**src/rtl/fifo_wr_arbiter.sv**
```systemverilog
// Round-robin arbiter sharing the FIFO write port between NREQ write-domain requesters.
// One owner at a time for a burst; every transfer is qualified by the write-side full flag.
module fifo_wr_arbiter #(
  parameter int NREQ     = 4,
  parameter int DATASIZE = 8,
  parameter int MAXBURST = 8,
  parameter int CNTW     = 16
) (
  input  logic                     wclk,
  input  logic                     wrst_n,
  input  logic [NREQ-1:0]          req,
  input  logic [NREQ-1:0]          last,
  input  logic [NREQ*DATASIZE-1:0] din,
  input  logic                     full,
  output logic [NREQ-1:0]          gnt,
  output logic [NREQ-1:0]          ack,
  output logic                     winc,
  output logic [DATASIZE-1:0]      wdata,
  output logic                     busy,
  output logic [CNTW-1:0]          word_cnt
);

  localparam int IDXW = (NREQ > 1) ? $clog2(NREQ) : 1;
  localparam logic [0:0] IDLE  = 1'b0;
  localparam logic [0:0] BURST = 1'b1;
  localparam logic [8:0] MAXB  = 9'(MAXBURST);

  logic [0:0]          state_reg, state_next;
  logic [NREQ-1:0]     gnt_reg, gnt_next;
  logic [7:0]          beat_reg, beat_next;
  logic [IDXW-1:0]     last_owner_reg, last_owner_next;
  logic [CNTW-1:0]     word_cnt_reg;

  logic [DATASIZE-1:0] lane [NREQ];
  logic [IDXW-1:0]     owner_idx;
  logic [IDXW-1:0]     pick_idx;
  logic                pick_valid;
  logic [IDXW:0]       cand;
  logic                in_burst;
  logic                xfer;
  logic                hit_max;
  logic                end_burst;

  genvar gi;
  generate
    for (gi = 0; gi < NREQ; gi++) begin : g_lane
      assign lane[gi] = din[gi*DATASIZE +: DATASIZE];
    end
  endgenerate

  // gnt_reg is one-hot, so OR-ing the indices of set bits yields the owner.
  always_comb begin
    owner_idx = '0;
    for (int i = 0; i < NREQ; i++) begin
      if (gnt_reg[IDXW'(i)]) owner_idx = owner_idx | IDXW'(i);
    end
  end

  // Walk from farthest to nearest so the requester closest after last_owner wins.
  always_comb begin
    pick_idx   = '0;
    pick_valid = 1'b0;
    cand       = '0;
    for (int k = NREQ; k >= 1; k--) begin
      cand = {1'b0, last_owner_reg} + (IDXW+1)'(k);
      if (cand >= (IDXW+1)'(NREQ)) cand = cand - (IDXW+1)'(NREQ);
      if (req[cand[IDXW-1:0]]) begin
        pick_idx   = cand[IDXW-1:0];
        pick_valid = 1'b1;
      end
    end
  end

  assign in_burst  = (state_reg == BURST);
  assign xfer      = wrst_n & in_burst & req[owner_idx] & ~full;
  assign hit_max   = ({1'b0, beat_reg} + 9'd1) == MAXB;
  assign end_burst = (xfer & last[owner_idx]) | (xfer & hit_max) | ~req[owner_idx];

  assign winc     = xfer;
  assign ack      = xfer ? gnt_reg : '0;
  assign wdata    = in_burst ? lane[owner_idx] : '0;
  assign gnt      = gnt_reg;
  assign busy     = in_burst;
  assign word_cnt = word_cnt_reg;

  always_comb begin
    state_next      = state_reg;
    gnt_next        = gnt_reg;
    beat_next       = beat_reg;
    last_owner_next = last_owner_reg;
    case (state_reg)
      IDLE: begin
        if (pick_valid) begin
          state_next = BURST;
          gnt_next   = {{(NREQ-1){1'b0}}, 1'b1} << pick_idx;
          beat_next  = '0;
        end
      end
      BURST: begin
        if (end_burst) begin
          state_next      = IDLE;
          gnt_next        = '0;
          last_owner_next = owner_idx;
        end else if (xfer) begin
          beat_next = beat_reg + 8'd1;
        end
      end
      default: begin
        state_next = IDLE;
        gnt_next   = '0;
      end
    endcase
  end

  always_ff @(posedge wclk) begin
    if (!wrst_n) begin
      state_reg      <= IDLE;
      gnt_reg        <= '0;
      beat_reg       <= '0;
      last_owner_reg <= IDXW'(NREQ-1);
      word_cnt_reg   <= '0;
    end else begin
      state_reg      <= state_next;
      gnt_reg        <= gnt_next;
      beat_reg       <= beat_next;
      last_owner_reg <= last_owner_next;
      if (winc) word_cnt_reg <= word_cnt_reg + CNTW'(1);
    end
  end

endmodule

```
**config.mk**
```make
export PLATFORM = sky130hd
export DESIGN_NAME = fifo_wr_arbiter
export DESIGN_NICKNAME = d
export VERILOG_FILES = /design/src/rtl/fifo_wr_arbiter.sv
export SDC_FILE = /design/constraint.sdc
export NUM_CORES = 1
export LEC_CHECK = 0
export ABC_AREA = 1
export CAP_MARGIN = 10
export CORE_MARGIN = 3
export CORE_UTILIZATION = 25
export DETAILED_ROUTE_END_ITERATION = 10
export PLACE_DENSITY = 0.6
export SYNTH_ARGS = -nofsm -noshare
export SYNTH_HDL_FRONTEND = slang
export SYNTH_SLANG_ARGS = --single-unit
```
**constraint.sdc**
```tcl
create_clock -name wclk -period 1.65 [get_ports wclk]
set_input_delay 0.4125 -clock wclk [delete_from_list [all_inputs] [get_ports wclk]]
set_output_delay 0.4125 -clock wclk [all_outputs]
set_load 0.005 [all_outputs]
```
==> results.yml <==
finish:
  antennaDiodeCount: 0
  drive_gt1_frac: 0.429
  final_common_cell: "nand2_1"
  seq_area_um2: 651
  multi_input_area_mm2: 0.00133
  n_fill_cell: 703
  layout.nets: 437
  layout_common_cells: "nand2_1 (44), buf_4 (43), clkdlybuf4s50_1 (32)"
  finalInstanceArea_mm2: 0.00338
  largest_register_ffs: 16
  area.growth.synth_to_final_pct: 86.3
  fin_cells: 488
  fin_util: 0.489
global_routing:
  antenna_found_initial: 0
  met1_usage: 0.168
  use_met2: 0.227
  grt_util_all_layers: 0.136
  grt_max_degree: 15
  grt_pass1_vias: 2116
  grt_pass1_wl_um: 9380
  grt_use_met3: 0.0356
  overflow: 0
  grt-busiest-layer: "met2"
synthesis:
  synth.top_cell.area_share: 0.342
  yosysWarnings: 0
  syn_area_per_cell_um2: 6.64
  synth_area_leaders: "dfxtp_1 (34%), nand2_1 (11%), nor2_1 (8.1%), nand3_1 (6.9%), o21ai_0 (6.1%)"
  synth_area_leader_cell: "dfxtp_1"
  ys_seq_area_frac: 0.342
  synth-seq-cells: 31
  syn_inst: 273
  syn-num-nets: 318
  synth_area_mm2: 0.00181
  synthDistinctLibCells: 34
clock_tree:
  insertion_delay_ns: 0.28
  clock-sinks: 31
  root_buffer: "clkbuf_8"
  clock_path_buffers: 2
  cts_buffers: 5
  path_clk_slew_ns: 0.07
  cts_tree: "yes"
  htreeDepth: 2
hold_path:
  timing.hold.worst.start: "gnt[2]$_SDFFE_PN0P_"
  hold_class: "reg2reg"
placement:
  dp_hpwl_um: 3880
  postPlaceCellArea_mm2: 0.00276
  dp_cells: 459
  port_buffers: 58
  place_congestion: 0.793
critical_path:
  crit_slowest_cell: "dfxtp_4"
  path_max_fanout: 6
  crit_path_cell_trace: "buf_6 > o21ai_4 > nand2_4 > buf_4 > nor2_1 > buf_2"
  cp.arrival_ns: 1.36
  crit_start: "gnt[1]$_SDFFE_PN0P_"
  crit_buf_inv: 3
  endpoint_kind: "output port"
  r2r-start: "beat_reg[0]$_SDFFE_PN0P_"
  critPathTopFamily: "flip-flops"
  crit_type: "reg2out"
  cp.required_ns: 1.24
  start_kind: "flip-flop"
  slowest_delay_ns: 0.37
pwr:
  vdd_drop_max_uv: 435
  power_density_mw_per_mm2: 631
  leakage_nw: 1.46
  p_switching_mw: 0.679
  power.total_mw: 2.13
  p_int_mw: 1.45
  seqPwrFrac: 0.388
  p_sw_frac: 0.319
  comb_power_share: 0.327
  clockPowerShare: 0.286
timing:
  period_minus_slack_ns: 1.77
  fmax_ghz: 0.564
  tightest_slew_ns: 0.306
  layout_setup_ws_ns: -0.124
  slew_headroom: 0.795
  finalMaxSlewViolations: 0
  rsz0062_at_grt: "true"
  finalCritPeriodShare: 1.08
  hold_viol_final: 0
  setup_viol: 28
  fin_skew_ns: 0.00859
  setup_tns_ns: -1.74
status:
  outcome: "complete, but fails checks"
  violations: "negative setup slack"
detailed_routing:
  route.detailed.drc: 0
  drtPass1Iterations: 4
  viasPerCell: 4.51
  drt_iter0_markers: 58
  final_antenna_net_count: 0
  drt_wl_total_um: 5720
  wl_per_cell_um: 11.7
  dr_total_vias: 2202
floorplan:
  die_width_um: 91.2
  fp.dieH_um: 91.2
  rows: 30
  dieArea_mm2: 0.00831
  initial_core_util: 0.263
  ios: 77
  coreArea_mm2: 0.00691
job:
  drv_cap: 0
[worst reg2reg max path, delay by kind of cell, from the launching register on]
kind / cells / cell delay (ns)
buffers and inverters: 1 / 0.16
XOR/XNOR: 1 / 0.27
AO/OA/AOI/OAI: 1 / 0.13
flip-flops: 1 / 0.36
adder cells (fa/ha/maj): 1 / 0.17
AND/OR/NAND/NOR: 6 / 0.60
[stage by stage]
stage,setup WS [ns],hold WS [ns]
4_1_cts,-0.133,0.508
3_3_place_gp,-0.581,0.473
6_report,-0.124,0.491
5_1_grt,-0.225,0.515
2_1_floorplan,0.0276,0.457
3_5_place_dp,-0.635,0.483
[per-layer routing]
metal | wire length, um | up-vias | part of all wire
met3 | 336 | 7 | 0.059
li1 | - | 1122 | -
met1 | 2570 | 1011 | 0.45
met5 | 0 | - | 0
met2 | 2740 | 62 | 0.48
met4 | 84 | 0 | 0.015
[final timing paths]
kind | end | slack (ns) | cells after the start
worst max-delay path | ack[3] | -0.12 | 6
worst min register to register | gnt[2]$_SDFFE_PN0P_ | 0.49 | 2
worst min-delay path | gnt[2]$_SDFFE_PN0P_ | 0.49 | 2
worst max register to register | beat_reg[5]$_SDFFE_PN0P_ | -0.10 | 10
[cell type report]
type                       instances  share of cell area
multi-input combinational        203               0.393
timing repair buffer             119               0.314
sequential                        31               0.193
inverter                          32              0.0381
tap                               96              0.0356
clock buffer                       6              0.0244
clock inverter                     1             0.00148
[kinds of logic after synthesis]
family                     count (synthesis)  synth area share
AOI/OAI and AO/OA                         54             0.163
xor gates and xnor gates                   8            0.0386
adders and majority gates                  2            0.0138
buffers and inverters                     39            0.0897
DFF                                       31             0.342
and+or+nand+nor                          139             0.353
[synthesized netlist by cell type (all sizes together)]
cell type,number
dfxtp,31
o31ai,2
o21bai,1
xor2,7
clkbuf,3
o21ai,28
nand3b,1
nand2,59
nor3,1
clkinv,2
a21boi,1
or2,1
buf,4
nor2,45
inv,30
ha,2
nand3,26
o211ai,1
xnor2,1
nand4,4
o21a,2
a21oi,19
nor3b,2
[repair_timing]
action | in CTS | in global routing
setup endpoints to repair | 46 | 46
pin swaps | 15 | 18
buffers inserted | 16 | 6
gates resized for setup | 109 | 66
gates cloned | 2 | 0
hold buffers | 0 | 0
[power groups by stage]
stage | clock network, mW | registers (mW) | logic [mW]
finish | 0.609 | 0.826 | 0.696
global route | 0.661 | 0.832 | 0.769
CTS | 0.626 | 0.822 | 0.620
detailed placement | 0 | 0.826 | 0.559
global placement | 0 | 0.825 | 0.551
floorplan | 0 | 0.818 | 0.279
Note: power is estimated with default switching activity, not from simulation.
